`src/rtl/keynsham_mem_arbiter_pkg.sv`:
```
// Shared types and constants for the Keynsham memory arbiter.
//   state_e   : arbiter FSM state encodings (2-bit)
//   grant_e   : which requester owns (or last owned) the memory port
//   mem_ctl_t : non-address fields of the request presented on the memory port
package keynsham_mem_arbiter_pkg;

  localparam int unsigned DEF_ADDR_W = 30;
  localparam int unsigned DATA_W     = 32;
  localparam int unsigned BSEL_W     = 4;

  localparam logic [BSEL_W-1:0] BSEL_ALL = 4'hf;

  typedef enum logic [1:0] {
    ST_IDLE   = 2'd0,
    ST_BUSY_I = 2'd1,
    ST_BUSY_D = 2'd2,
    ST_RESP   = 2'd3
  } state_e;

  typedef enum logic {
    GRANT_I = 1'b0,
    GRANT_D = 1'b1
  } grant_e;

  typedef struct packed {
    logic [BSEL_W-1:0] bytesel;
    logic              wr_en;
    logic [DATA_W-1:0] wr_val;
  } mem_ctl_t;

endpackage

```
`src/rtl/keynsham_mem_arbiter_if.sv`:
```
// Bundle of the instruction bus, data bus and memory port seen by the arbiter.
//   slave  : arbiter view (requests in, acks/data out, memory request out)
//   master : environment view (requesters and memory model)
interface keynsham_mem_arbiter_if #(
  parameter int unsigned ADDR_WIDTH = 30
);
  import keynsham_mem_arbiter_pkg::*;

  // instruction bus
  logic                  i_access;
  logic                  i_cs;
  logic [ADDR_WIDTH-1:0] i_addr;
  logic [DATA_W-1:0]     i_data;
  logic                  i_ack;
  // data bus
  logic                  d_access;
  logic                  d_cs;
  logic [ADDR_WIDTH-1:0] d_addr;
  logic [BSEL_W-1:0]     d_bytesel;
  logic                  d_wr_en;
  logic [DATA_W-1:0]     d_wr_val;
  logic [DATA_W-1:0]     d_data;
  logic                  d_ack;
  // memory port
  logic                  m_access;
  logic [ADDR_WIDTH-1:0] m_addr;
  logic [BSEL_W-1:0]     m_bytesel;
  logic                  m_wr_en;
  logic [DATA_W-1:0]     m_wr_val;
  logic [DATA_W-1:0]     m_data;
  logic                  m_ack;

  modport slave (
    input  i_access, i_cs, i_addr,
    output i_data, i_ack,
    input  d_access, d_cs, d_addr, d_bytesel, d_wr_en, d_wr_val,
    output d_data, d_ack,
    output m_access, m_addr, m_bytesel, m_wr_en, m_wr_val,
    input  m_data, m_ack
  );

  modport master (
    output i_access, i_cs, i_addr,
    input  i_data, i_ack,
    output d_access, d_cs, d_addr, d_bytesel, d_wr_en, d_wr_val,
    input  d_data, d_ack,
    input  m_access, m_addr, m_bytesel, m_wr_en, m_wr_val,
    output m_data, m_ack
  );

endinterface

```
`src/rtl/keynsham_arb_select.sv`:
```
// Combinational grant pick between the instruction and data requesters.
// Build option KEYNSHAM_MEM_ARB_RR_EN: ties go to the port that did not win
// the previous grant; otherwise the data port always wins a tie.
// Ports:
//   i_ireq / i_dreq : valid instruction / data request
//   i_last_grant    : previous winner (round-robin build only)
//   o_grant_i_c     : instruction port selected (combinational)
//   o_grant_d_c     : data port selected (combinational)
module keynsham_arb_select
  import keynsham_mem_arbiter_pkg::*;
(
  input  logic   i_ireq,
  input  logic   i_dreq,
`ifdef KEYNSHAM_MEM_ARB_RR_EN
  input  grant_e i_last_grant,
`endif
  output logic   o_grant_i_c,
  output logic   o_grant_d_c
);

  always_comb begin
    o_grant_i_c = 1'b0;
    o_grant_d_c = 1'b0;
`ifdef KEYNSHAM_MEM_ARB_RR_EN
    if (i_ireq && i_dreq) begin
      // tie: whoever lost last time goes now
      if (i_last_grant == GRANT_I) begin
        o_grant_d_c = 1'b1;
      end else begin
        o_grant_i_c = 1'b1;
      end
    end else begin
      o_grant_i_c = i_ireq;
      o_grant_d_c = i_dreq;
    end
`else
    o_grant_d_c = i_dreq;
    o_grant_i_c = i_ireq && !i_dreq;
`endif
  end

endmodule

```
`src/rtl/keynsham_mem_arbiter.sv`:
```
// Shares one single-ported memory between the Keynsham instruction and data
// buses. One request is granted at a time, its fields are registered onto the
// memory port, and on memory completion a one-cycle ack with read data is
// returned to the granted requester (data is 0 for writes).
// Build option KEYNSHAM_MEM_ARB_RR_EN: round-robin tie breaking with a
// last_grant flop; undefined gives fixed data-port priority.
// Ports:
//   clk : system clock, posedge
//   rst : synchronous active-high reset
//   bus : keynsham_mem_arbiter_if.slave (instruction bus, data bus, memory port)
module keynsham_mem_arbiter
  import keynsham_mem_arbiter_pkg::*;
#(
  parameter int unsigned ADDR_WIDTH = DEF_ADDR_W
) (
  input  logic                   clk,
  input  logic                   rst,
  keynsham_mem_arbiter_if.slave  bus
);

  logic w_i_req;
  logic w_d_req;
  logic w_grant_i;
  logic w_grant_d;

  state_e                r_state;
  logic                  r_m_access;
  logic [ADDR_WIDTH-1:0] r_m_addr;
  mem_ctl_t              r_m_ctl;
  logic                  r_i_ack;
  logic                  r_d_ack;
  logic [DATA_W-1:0]     r_i_data;
  logic [DATA_W-1:0]     r_d_data;
`ifdef KEYNSHAM_MEM_ARB_RR_EN
  grant_e                r_last_grant;
`endif

  assign w_i_req = bus.i_access && bus.i_cs;
  assign w_d_req = bus.d_access && bus.d_cs;

  keynsham_arb_select u_select (
    .i_ireq       (w_i_req),
    .i_dreq       (w_d_req),
`ifdef KEYNSHAM_MEM_ARB_RR_EN
    .i_last_grant (r_last_grant),
`endif
    .o_grant_i_c  (w_grant_i),
    .o_grant_d_c  (w_grant_d)
  );

  // Arbiter FSM; grants are only taken in IDLE so RESP always leaves a gap
  always_ff @(posedge clk) begin
    if (rst) begin
      r_state    <= ST_IDLE;
      r_m_access <= 1'b0;
      r_m_addr   <= '0;
      r_m_ctl    <= '0;
      r_i_ack    <= 1'b0;
      r_d_ack    <= 1'b0;
      r_i_data   <= '0;
      r_d_data   <= '0;
`ifdef KEYNSHAM_MEM_ARB_RR_EN
      r_last_grant <= GRANT_I;
`endif
    end else begin
      // acks are single-cycle pulses and data is zero outside them
      r_i_ack  <= 1'b0;
      r_d_ack  <= 1'b0;
      r_i_data <= '0;
      r_d_data <= '0;
      case (r_state)
        ST_IDLE: begin
          if (w_grant_d) begin
            r_m_addr   <= bus.d_addr;
            r_m_ctl    <= '{bytesel: bus.d_bytesel, wr_en: bus.d_wr_en,
                            wr_val: bus.d_wr_val};
            r_m_access <= 1'b1;
            r_state    <= ST_BUSY_D;
`ifdef KEYNSHAM_MEM_ARB_RR_EN
            r_last_grant <= GRANT_D;
`endif
          end else if (w_grant_i) begin
            r_m_addr   <= bus.i_addr;
            r_m_ctl    <= '{bytesel: BSEL_ALL, wr_en: 1'b0, wr_val: '0};
            r_m_access <= 1'b1;
            r_state    <= ST_BUSY_I;
`ifdef KEYNSHAM_MEM_ARB_RR_EN
            r_last_grant <= GRANT_I;
`endif
          end
        end
        ST_BUSY_I: begin
          if (bus.m_ack) begin
            r_m_access <= 1'b0;
            r_i_ack    <= 1'b1;
            r_i_data   <= bus.m_data;
            r_state    <= ST_RESP;
          end
        end
        ST_BUSY_D: begin
          if (bus.m_ack) begin
            r_m_access <= 1'b0;
            r_d_ack    <= 1'b1;
            r_d_data   <= r_m_ctl.wr_en ? '0 : bus.m_data;
            r_state    <= ST_RESP;
          end
        end
        ST_RESP: begin
          // ack pulse is visible this cycle; m_ack here is ignored
          r_state <= ST_IDLE;
        end
        default: begin
          r_state <= ST_IDLE;
        end
      endcase
    end
  end

  assign bus.m_access  = r_m_access;
  assign bus.m_addr    = r_m_addr;
  assign bus.m_bytesel = r_m_ctl.bytesel;
  assign bus.m_wr_en   = r_m_ctl.wr_en;
  assign bus.m_wr_val  = r_m_ctl.wr_val;
  assign bus.i_ack     = r_i_ack;
  assign bus.i_data    = r_i_data;
  assign bus.d_ack     = r_d_ack;
  assign bus.d_data    = r_d_data;

endmodule

```
`src/flat_wrapper.sv`:
```
// flat-port wrapper written by rule: the top's interface ports become plain ports
module keynsham_mem_arbiter_flat import keynsham_mem_arbiter_pkg::*;
#(
  parameter int unsigned ADDR_WIDTH = DEF_ADDR_W
)
  (clk, rst, bus_i_access, bus_i_cs, bus_i_addr, bus_i_data, bus_i_ack, bus_d_access, bus_d_cs, bus_d_addr, bus_d_bytesel, bus_d_wr_en, bus_d_wr_val, bus_d_data, bus_d_ack, bus_m_access, bus_m_addr, bus_m_bytesel, bus_m_wr_en, bus_m_wr_val, bus_m_data, bus_m_ack);
  keynsham_mem_arbiter_if #(.ADDR_WIDTH(ADDR_WIDTH)) bus_i ();
  input  logic clk;
  input  logic rst;
  input wire logic [$bits(bus_i.i_access)-1:0] bus_i_access;
  input wire logic [$bits(bus_i.i_cs)-1:0] bus_i_cs;
  input wire logic [$bits(bus_i.i_addr)-1:0] bus_i_addr;
  output wire logic [$bits(bus_i.i_data)-1:0] bus_i_data;
  output wire logic [$bits(bus_i.i_ack)-1:0] bus_i_ack;
  input wire logic [$bits(bus_i.d_access)-1:0] bus_d_access;
  input wire logic [$bits(bus_i.d_cs)-1:0] bus_d_cs;
  input wire logic [$bits(bus_i.d_addr)-1:0] bus_d_addr;
  input wire logic [$bits(bus_i.d_bytesel)-1:0] bus_d_bytesel;
  input wire logic [$bits(bus_i.d_wr_en)-1:0] bus_d_wr_en;
  input wire logic [$bits(bus_i.d_wr_val)-1:0] bus_d_wr_val;
  output wire logic [$bits(bus_i.d_data)-1:0] bus_d_data;
  output wire logic [$bits(bus_i.d_ack)-1:0] bus_d_ack;
  output wire logic [$bits(bus_i.m_access)-1:0] bus_m_access;
  output wire logic [$bits(bus_i.m_addr)-1:0] bus_m_addr;
  output wire logic [$bits(bus_i.m_bytesel)-1:0] bus_m_bytesel;
  output wire logic [$bits(bus_i.m_wr_en)-1:0] bus_m_wr_en;
  output wire logic [$bits(bus_i.m_wr_val)-1:0] bus_m_wr_val;
  input wire logic [$bits(bus_i.m_data)-1:0] bus_m_data;
  input wire logic [$bits(bus_i.m_ack)-1:0] bus_m_ack;
  assign bus_i.i_access = bus_i_access;
  assign bus_i.i_cs = bus_i_cs;
  assign bus_i.i_addr = bus_i_addr;
  assign bus_i_data = bus_i.i_data;
  assign bus_i_ack = bus_i.i_ack;
  assign bus_i.d_access = bus_d_access;
  assign bus_i.d_cs = bus_d_cs;
  assign bus_i.d_addr = bus_d_addr;
  assign bus_i.d_bytesel = bus_d_bytesel;
  assign bus_i.d_wr_en = bus_d_wr_en;
  assign bus_i.d_wr_val = bus_d_wr_val;
  assign bus_d_data = bus_i.d_data;
  assign bus_d_ack = bus_i.d_ack;
  assign bus_m_access = bus_i.m_access;
  assign bus_m_addr = bus_i.m_addr;
  assign bus_m_bytesel = bus_i.m_bytesel;
  assign bus_m_wr_en = bus_i.m_wr_en;
  assign bus_m_wr_val = bus_i.m_wr_val;
  assign bus_i.m_data = bus_m_data;
  assign bus_i.m_ack = bus_m_ack;
  keynsham_mem_arbiter #(.ADDR_WIDTH(ADDR_WIDTH)) u_core (.clk(clk), .rst(rst), .bus(bus_i));
endmodule
```
`config.mk`:
```
export PLATFORM = sky130hd
export DESIGN_NAME = keynsham_mem_arbiter_flat
export DESIGN_NICKNAME = d
export VERILOG_FILES = /design/src/rtl/keynsham_mem_arbiter_pkg.sv /design/src/rtl/keynsham_mem_arbiter_if.sv /design/src/rtl/keynsham_arb_select.sv /design/src/rtl/keynsham_mem_arbiter.sv /design/src/flat_wrapper.sv
export SDC_FILE = /design/constraint.sdc
export NUM_CORES = 1
export LEC_CHECK = 0
export BUFFER_PORTS_ARGS = -buffer_cell sky130_fd_sc_hd__buf_2
export CAP_MARGIN = 0
export CORE_UTILIZATION = 44
export DETAILED_ROUTE_END_ITERATION = 8
export GPL_ROUTABILITY_DRIVEN = 0
export HOLD_SLACK_MARGIN = 0.03
export PLACE_DENSITY = 0.8
export SLEW_MARGIN = 15
export SYNTH_ARGS = -nofsm -noshare
export SYNTH_HDL_FRONTEND = slang
export SYNTH_SLANG_ARGS = --single-unit
```
`constraint.sdc`:
```
create_clock -name clk -period 1.94 [get_ports clk]
set_input_delay 0.388 -clock clk [delete_from_list [all_inputs] [get_ports clk]]
set_output_delay 0.388 -clock clk [all_outputs]
set_load 0.1 [all_outputs]
```
==> reports/metrics.cfg, run 1 <==
[floorplan]
initial_utilization_pct = 45.8
dieArea_um2 = 11300
row_count = 37
die_y_um = 106
core_um2 = 10400
die_x_um = 106
io_pins = 270

[sta]
fin_tns_setup_ns = 0
tightest_slew_ns = 0.904
grt_setup_unrepaired = false
final.period_utilization_pct = 90.2
maxSlewViolCount = 0
max_freq_ghz = 0.571
whs_ns = 0.0813
setup_viol = 0
fin_crit_ns = 1.75
slew_headroom_pct = 39.8
hold_viol = 0
skew_ns = 0.00944

[critical_path]
critical-path-top-delay-family = simple AND/OR/NAND/NOR gates
worstSetupStartpoint = u_core.r_state[0]$_SDFFE_PP0P_
rr_worst_depth = 5
path_buf_inv = 1
r2r_end = u_core.bus.d_data[5]$_SDFF_PP0_
path_class = flop to flop
crit_slowest_cell = and2b_1
start_kind = flop
r2r-start = u_core.r_state[0]$_SDFFE_PP0P_
crit_arrival_ns = 2.15
cp_max_fo = 32
cp_cell_sequence = inv_1, ha_1, and3b_1, and2b_1, and2_1
cp-end-kind = flop
rrSetupSlack_ns = 0.19
cpPeakStageDelay_ns = 0.45
worstPathRequired_ns = 2.34

[global_route]
grt_use_met1_pct = 25.5
grt_start_max_net_pins = 47
gr-total-overflow = 0
busiest_layer = met2
grt_pass1_wl_mm = 20.5
grt_antenna_before_repair = 0
grt_pass1_vias = 4269
grtUsageMet3_pct = 6.19
grt.total_usage_pct = 23.6
use_met2_pct = 43.6

[finish]
seqCellArea_um2 = 2720
multi_input_area_um2 = 1820
area_delta_synth_final_pct = 41.7
num-fill-cells = 847
layout.nets = 896
num_antenna_cells = 0
drive_gt1_share_pct = 41.9

[drt]
drtIter0Drc = 258
routed_wl_mm = 13.8
drc = 0
drt-wirelength-per-cell_um = 15.2
final_antenna_net_count = 0
first_pass_iters = 5
via_per_inst = 5.09
vias = 4605

[pwr]
vdd.ir_drop.worst_mv = 0.834
p_leak_nw = 3.33
power.density_nw_per_um2 = 1550

[synthesis]
syn_area_um2 = 4770
syn_nets = 639
synth_cell_type_count = 30
synthCells = 498
synth-seq-cells = 136
syn_avg_cell_area_um2 = 9.57
yosysWarningCount = 0
ys_seq_area_share_pct = 57.1

[clock_network]
clock_tree.root_cell = clkbuf_8
path_clk_slew_ns = 0.06
cts_resized = 0
cts_tree = yes
cts_sinks = 136
cts.htree.levels = 4
insertion_delay_ns = 0.51
cts-hold-fix-buffers = 0
cts_setup_buffers = 0
numCtsBuffers = 17
clock_path_buffers = 2

[job]
maxCapViolations = 0

[outcome]
outcome = completed

[placed_design]
port-buffer-count = 269
hpwl_mm = 9.63

[hold_path]
hp-start = bus_m_data[31]
holdPathStages = 2
min_to = u_core.bus.d_data[31]$_SDFF_PP0_
min_path_type = input pin to flop

[layer usage]
| metal | routed length, µm | up-vias |
|---|---|---|
| li1 | - | 2236 |
| met1 | 5300 | 2133 |
| met2 | 7230 | 219 |
| met3 | 1010 | 17 |
| met4 | 208 | 0 |
| met5 | 0 | - |
[where the power goes]
| part | total [mW] | internal (mW) | switching, mW |
|---|---|---|---|
| Sequential | 3.30 | 3.14 | 0.165 |
| Combinational | 3.98 | 0.708 | 3.27 |
| Clock | 3.17 | 1.96 | 1.20 |
| Total | 10.4 | 5.81 | 4.64 |
[registers in the layout, indices dropped and copies added (netlist names)]
register              flops
u_core.bus.d_ack          1
u_core.bus.m_bytesel      4
u_core.bus.m_access       1
u_core.bus.d_data        32
u_core.bus.i_data        32
u_core.r_state            2
u_core.bus.m_wr_en        1
u_core.bus.m_wr_val      32
u_core.bus.i_ack          1
u_core.bus.m_addr        30
[worst register-to-register path, stage by stage, from the launching register on]
cell and delay, ns:
dfxtp_1 0.38, inv_1 0.10, ha_1 0.20, and3b_1 0.19
and2b_1 0.45, and2_1 0.33
[how the worst max path moves through the flow]
| stage | slack (ns) | end | depth (start not counted) |
|---|---|---|---|
| 3_3_place_gp | 0.16 | u_core.bus.m_bytesel[0]$_SDFFE_PP0P_ | 5 |
| 3_5_place_dp | 0.08 | u_core.bus.m_addr[18]$_SDFFE_PP0P_ | 5 |
| 4_1_cts | 0.05 | u_core.bus.m_addr[15]$_SDFFE_PP0P_ | 5 |
| 6_report | 0.19 | u_core.bus.d_data[5]$_SDFF_PP0_ | 5 |
| 2_1_floorplan | 0.30 | u_core.bus.d_data[10]$_SDFF_PP0_ | 3 |
| 5_1_grt | 0.04 | u_core.bus.d_data[14]$_SDFF_PP0_ | 5 |
[cell usage after synthesis]
cell / instances / area [µm²]
and3_1: 2 / 12.5
a211o_1: 1 / 8.76
a2111oi_0: 1 / 8.76
and3b_1: 1 / 8.76
inv_1: 4 / 15.0
a22oi_4: 1 / 21.3
clkbuf_1: 21 / 78.8
and2_1: 64 / 400
nand3_1: 32 / 160
buf_4: 1 / 7.51
a31o_2: 1 / 8.76
clkbuf_2: 3 / 15.0
buf_2: 15 / 75.1
nor2_4: 1 / 11.3
a311oi_1: 30 / 263
nor2_1: 1 / 3.75
o211ai_1: 1 / 7.51
nand2b_1: 1 / 6.26
a21oi_1: 64 / 320
inv_2: 1 / 3.75
ha_1: 5 / 62.6
buf_6: 4 / 45.0
nand2_1: 65 / 244
mux2_2: 1 / 11.3
o21ai_0: 33 / 165
a22o_1: 2 / 17.5
dfxtp_1: 136 / 2720
mux2i_1: 1 / 10.0
and2b_1: 1 / 7.51
o221a_2: 4 / 45.0
[layout by cell type (no fill, tap or decap), drive strengths merged, types with 4 or more instances in the layout]
| master | instances |
|---|---|
| dfxtp | 136 |
| inv | 7 |
| nand2 | 65 |
| buf | 281 |
| clkinv | 7 |
| a21oi | 64 |
| and2 | 64 |
| o221a | 4 |
| a311oi | 30 |
| nand3 | 32 |
| ha | 5 |
| clkbuf | 18 |
| o21ai | 33 |
[area by class of cell]
class / instances / share of cell area (%)
Clock buffer: 18 / 6.19
Clock inverter: 14 / 2.56
Inverter: 5 / 0.278
Multi-Input combinational cell: 314 / 26.9
Sequential cell: 136 / 40.3
Tap cell: 136 / 2.52
Timing Repair Buffer: 281 / 21.3
[per-stage QoR]
step	std cells	total power, mW	setup slack [ns]	util, %	cell area [µm²]
after global placement	871	7.24	0.159	59.1	6150
after floorplan	498	6.60	0.304	-	4770
after detailed placement	871	7.31	0.0784	59.1	6150
after global routing	904	10.8	0.0372	64.8	6750
final	904	10.4	0.189	64.8	6750
after CTS	903	10.5	0.0527	64.7	6740
[logic make-up after synthesis]
kind of cell / after synthesis / synth area share (%)
fa+ha+maj: 5 / 1.31
simple gates: 168 / 17.9
compound gates: 138 / 18.2
flops: 136 / 57.1
mux: 2 / 0.446
buf+inv: 49 / 5.04
No activity file was read; power rests on OpenSTA's default activity.
==> inputs of run 2 (changes only) <==
--- a/config.mk
+++ b/config.mk
@@ -7,11 +7,13 @@
 export LEC_CHECK = 0
 export BUFFER_PORTS_ARGS = -buffer_cell sky130_fd_sc_hd__buf_2
 export CAP_MARGIN = 0
-export CORE_UTILIZATION = 44
+export CELL_PAD_IN_SITES_DETAIL_PLACEMENT = 1
+export CELL_PAD_IN_SITES_GLOBAL_PLACEMENT = 1
+export CORE_UTILIZATION = 31
 export DETAILED_ROUTE_END_ITERATION = 8
 export GPL_ROUTABILITY_DRIVEN = 0
 export HOLD_SLACK_MARGIN = 0.03
-export PLACE_DENSITY = 0.8
+export PLACE_DENSITY_LB_ADDON = 0.1
 export SLEW_MARGIN = 15
 export SYNTH_ARGS = -nofsm -noshare
 export SYNTH_HDL_FRONTEND = slang
==> run 2 against run 1 <==
- final area increased by 1.0%
- sequential cell count unchanged
- first-iteration DRC count shrank 44%
- global-route usage shrank 3.6 points
- highest routed layer unchanged
==> reports/metrics.cfg, run 2 (synthesis results as in run 1) <==
[critical_path]
start_kind = flop
r2r_end = u_core.bus.m_bytesel[2]$_SDFFE_PP0P_
path_class = flop to flop
rr_worst_depth = 5
cp_max_fo = 34
cp-end-kind = flop
r2r-start = u_core.r_state[0]$_SDFFE_PP0P_
rrSetupSlack_ns = 0.18
worstPathRequired_ns = 2.28
crit_arrival_ns = 2.10

[drt]
drtIter0Drc = 144
first_pass_iters = 4
drc = 0
final_antenna_net_count = 0
via_per_inst = 4.84
vias = 4614
routed_wl_mm = 15.8
drt-wirelength-per-cell_um = 16.6

[pwr]
power.density_nw_per_um2 = 1530
p_clk_share_pct = 30.0
seqPwrFrac_pct = 31.7
p_comb_share_pct = 38.4
sw_frac_of_total_pct = 44.9
p_sw_mw = 4.68
internal_power_mw = 5.75
vdd.ir_drop.worst_mv = 0.697
p_leak_nw = 3.35
p_total_mw = 10.4

[sta]
setup_viol = 0
whs_ns = 0.195
fin_tns_setup_ns = 0
maxSlewViolCount = 0
hold_viol = 0
skew_ns = 0.00770
slew_headroom_pct = 35.7
grt_setup_unrepaired = false
final.period_utilization_pct = 90.6
max_freq_ghz = 0.569
fin_crit_ns = 1.76
tightest_slew_ns = 0.965

[global_route]
grt.total_usage_pct = 20.0
grt_start_max_net_pins = 43
grt_pass1_wl_mm = 24.7
gr-total-overflow = 0
grt_antenna_before_repair = 0
grt_pass1_vias = 4727

[placed_design]
hpwl_mm = 11.5
port-buffer-count = 269
dp_cells = 921

[finish]
num-fill-cells = 1764
seqCellArea_um2 = 2720
num_antenna_cells = 0
layout.nets = 897
final_util_pct = 46.2
mostFrequentLayoutCell = buf_2
area_delta_synth_final_pct = 43.1
drive_gt1_share_pct = 41.9
final_cell_mix = buf_2 (269), dfxtp_1 (136), nand2_1 (65)
multi_input_area_um2 = 1800
final_cells = 953

[floorplan]
die_x_um = 126
core_um2 = 14800
initial_utilization_pct = 32.3
dieArea_um2 = 15900
io_pins = 270
row_count = 44
die_y_um = 126

[clock_network]
cts-hold-fix-buffers = 0
path_clk_slew_ns = 0.06
clock_path_buffers = 2
cts.htree.levels = 4
numCtsBuffers = 17
clock_tree.root_cell = clkbuf_16
cts_sinks = 136
cts_tree = yes
insertion_delay_ns = 0.41

[hold_path]
min_path_type = input pin to flop
hp-start = bus_m_data[11]
min_to = u_core.bus.d_data[11]$_SDFF_PP0_
holdPathStages = 2

[job]
maxCapViolations = 0

[outcome]
outcome = completed

run 2: cell types whose count changed in the layout (fill, tap and decap cells not counted), sizes merged:
cell,change
buf,+2
bufinv,-1
clkbuf,+1
clkinv,+1
clkinvlp,-2
inv,+1
nor2,-1
run 2: worst max path at each step:
stage	slack [ns]	cells past startpoint	endpoint	start
finish	0.18	5	u_core.bus.m_bytesel[2]$_SDFFE_PP0P_	u_core.r_state[0]$_SDFFE_PP0P_
global route	0.008	5	u_core.bus.m_addr[21]$_SDFFE_PP0P_	u_core.r_state[0]$_SDFFE_PP0P_
CTS	0.11	7	u_core.bus.m_wr_val[9]$_SDFFE_PP0P_	u_core.r_state[0]$_SDFFE_PP0P_
detailed placement	0.12	7	u_core.bus.m_wr_val[25]$_SDFFE_PP0P_	u_core.r_state[0]$_SDFFE_PP0P_
global placement	0.19	7	u_core.bus.m_wr_val[21]$_SDFFE_PP0P_	u_core.r_state[0]$_SDFFE_PP0P_
floorplan	0.30	3	u_core.bus.d_data[10]$_SDFF_PP0_	u_core.bus.m_wr_en$_SDFFE_PP0P_
run 2: per-layer routing:
| layer | global-route usage (%) | share of wire (%) |
|---|---|---|
| met4 | 5.88 | 1.2 |
| met1 | 22.2 | 41 |
| met2 | 35.5 | 50 |
| met5 | 0 | 0 |
| met3 | 7.43 | 8.0 |
run 2: power by group through the flow:
| stage | combinational, mW | sequential, mW | clock (mW) |
|---|---|---|---|
| 4_1_cts | 4.02 | 3.31 | 3.20 |
| 3_3_place_gp | 3.97 | 3.35 | 0 |
| 3_5_place_dp | 4.02 | 3.36 | 0 |
| 5_1_grt | 4.20 | 3.34 | 3.34 |
| 6_report | 4.00 | 3.30 | 3.13 |
| 2_1_floorplan | 0.906 | 5.70 | 0 |
run 2: layout make-up:
type	instances	share of cell area (%)
clock inverters	13	2.13
clock buffers	19	6.35
repair buffers	283	21.5
inverters	5	0.275
flip-flops and latches	136	39.9
well taps	184	3.37
multi-input cells	313	26.4
run 2: critical path, stage by stage (launching register included):
cell and delay (ns):
dfxtp_1 0.34, inv_1 0.11, ha_1 0.19, inv_1 0.08
nor2_4 0.64, o221a_2 0.33
run 2: timing repair:
item,in CTS,in global routing
setup buffers,0,0
setup endpoints to repair,0,19
gates resized for setup,0,1
run 2: through the flow:
step                      setup WS (ns)  cell area [µm²]
after floorplan                   0.304             4770
after global placement            0.186             6240
after detailed placement          0.116             6240
after CTS                         0.109             6820
after global routing            0.00790             6820
final                             0.182             6820
==> inputs of run 3 (changes only) <==
--- a/config.mk
+++ b/config.mk
@@ -9,7 +9,8 @@
 export CAP_MARGIN = 0
 export CELL_PAD_IN_SITES_DETAIL_PLACEMENT = 1
 export CELL_PAD_IN_SITES_GLOBAL_PLACEMENT = 1
-export CORE_UTILIZATION = 31
+export CORE_UTILIZATION = 32
+export CTS_BUF_LIST = sky130_fd_sc_hd__clkbuf_2 sky130_fd_sc_hd__clkbuf_4 sky130_fd_sc_hd__clkbuf_8
 export DETAILED_ROUTE_END_ITERATION = 8
 export GPL_ROUTABILITY_DRIVEN = 0
 export HOLD_SLACK_MARGIN = 0.03
==> run 3 against run 2 <==
- final area decreased by 2.8%
- via count about the same
- hold slack got worse by 0.039 ns
- combinational power about the same
- worst setup slack got worse by 0.035 ns
==> reports/metrics.cfg, run 3 (synthesis results as in run 1) <==
[outcome]
outcome = completed

[sta]
hold_viol = 0
fin_tns_setup_ns = 0
max_freq_ghz = 0.558
fin_crit_ns = 1.79
grt_setup_unrepaired = false
maxSlewViolCount = 0
whs_ns = 0.156
setup_ws_ns = 0.147
skew_ns = 0.0115
setup_viol = 0
slew_headroom_pct = 35.9
final.period_utilization_pct = 92.4
tightest_slew_ns = 0.961

[drt]
drc = 0
final_antenna_net_count = 0
vias = 4610
first_pass_iters = 4
drtIter0Drc = 194
routed_wl_mm = 15.7
drt-wirelength-per-cell_um = 16.5
via_per_inst = 4.85

[hold_path]
min_path_type = input pin to flop

[finish]
fin_area_um2 = 6630
mostFrequentLayoutCell = buf_2
final_cells = 951
layout.nets = 896
num_antenna_cells = 0
final_cell_mix = buf_2 (269), dfxtp_1 (136), nand2_1 (65)
final_util_pct = 45.6
drive_gt1_share_pct = 42.1
area_delta_synth_final_pct = 39.0

[placed_design]
port-buffer-count = 269
hpwl_mm = 11.4
dp_cells = 920
dpl_cell_area_um2 = 6220
dp_slack_ns = 0.103

[critical_path]
r2r-start = u_core.r_state[1]$_SDFFE_PP0P_
worstPathRequired_ns = 2.32
cp_max_fo = 34
r2r_end = u_core.bus.m_bytesel[1]$_SDFFE_PP0P_
rr_worst_depth = 5
endpoint = u_core.bus.m_bytesel[1]$_SDFFE_PP0P_
start_kind = flop
worstSetupStartpoint = u_core.r_state[1]$_SDFFE_PP0P_
path_class = flop to flop
rrSetupSlack_ns = 0.15
crit_arrival_ns = 2.18
cp-end-kind = flop

[pwr]
p_sw_mw = 4.59
power.density_nw_per_um2 = 1460
seqPwrFrac_pct = 33.8
p_clk_share_pct = 24.8
sw_frac_of_total_pct = 47.3
p_comb_share_pct = 41.3
internal_power_mw = 5.11
p_total_mw = 9.71
p_leak_nw = 3.25
vdd.ir_drop.worst_mv = 0.619

[global_route]
grt_pass1_vias = 4669
grt_start_max_net_pins = 44
grt_antenna_before_repair = 0
grtUsageMet3_pct = 7.19
busiest_layer = met2
grt_pass1_wl_mm = 23.5
use_met2_pct = 34.6
grt_use_met1_pct = 22.5
grt.total_usage_pct = 20.1
gr-total-overflow = 0

[floorplan]
row_count = 44
die_x_um = 124
initial_utilization_pct = 32.8
die_y_um = 124
dieArea_um2 = 15400
core_um2 = 14500
io_pins = 270

[clock_network]
cts-hold-fix-buffers = 0
cts_sinks = 136
cts.htree.levels = 4
cts_tree = yes
clock_tree.root_cell = clkbuf_8
clock_path_buffers = 2
path_clk_slew_ns = 0.08
insertion_delay_ns = 0.44
numCtsBuffers = 17

[job]
maxCapViolations = 0

-- run 3: cell types whose count changed in the layout (fill, tap and decap cells not counted), moves of 2 or more --
| cell | previous run | this run |
|---|---|---|
| clkbuf_1 | 2 | 0 |
| clkbuf_16 | 17 | 0 |
| clkbuf_8 | 0 | 17 |
| clkinv_4 | 5 | 3 |
| clkinvlp_4 | 0 | 2 |
-- run 3: critical path: stages, from the launching register on --
cell and delay (ns):
dfxtp_1 0.33, inv_1 0.12, ha_1 0.22, inv_1 0.10, nor2_4 0.64, o221a_2 0.34
-- run 3: layer usage --
layer  vias up  routed length (µm)
li1       2226                   -
met1      2190                6380
met2       178                7690
met3        16                1410
met4         0                 234
met5         -                   0
-- run 3: area by class of cell --
type	instances	area, µm²
Inverter	5	18.8
Sequential cell	136	2720
Timing Repair Buffer	282	1440
Clock inverter	14	173
Multi-Input combinational cell	313	1810
Tap cell	184	230
Fill cell	1744	7910
Clock buffer	17	234
-- run 3: how the worst min path moves through the flow --
stage                                          from                                   end  slack, ns  cells past startpoint
2_1_floorplan        u_core.r_state[0]$_SDFFE_PP0P_        u_core.r_state[0]$_SDFFE_PP0P_       0.47                      2
3_3_place_gp    u_core.bus.m_wr_val[5]$_SDFFE_PP0P_   u_core.bus.m_wr_val[5]$_SDFFE_PP0P_       0.46                      2
3_5_place_dp   u_core.bus.m_wr_val[26]$_SDFFE_PP0P_  u_core.bus.m_wr_val[26]$_SDFFE_PP0P_       0.47                      2
4_1_cts                               bus_m_data[3]       u_core.bus.d_data[3]$_SDFF_PP0_       0.13                      2
5_1_grt                               bus_m_data[9]       u_core.bus.i_data[9]$_SDFF_PP0_       0.13                      2
6_report                             bus_m_data[19]      u_core.bus.d_data[19]$_SDFF_PP0_       0.16                      2
-- run 3: power groups by stage --
stage / Clock, mW / Combinational [mW] / Sequential, mW
after floorplan: 0 / 0.906 / 5.70
after global placement: 0 / 4.00 / 3.34
after detailed placement: 0 / 4.04 / 3.35
after CTS: 2.48 / 4.04 / 3.29
after global routing: 2.60 / 4.20 / 3.33
final: 2.41 / 4.01 / 3.29
-- run 3: repair_timing --
item | 4_1_cts | 5_1_grt
setup endpoints to repair | 0 | 12
setup buffers | 0 | 0
hold endpoints to repair | 0 | 0
gates resized for setup | 0 | 1
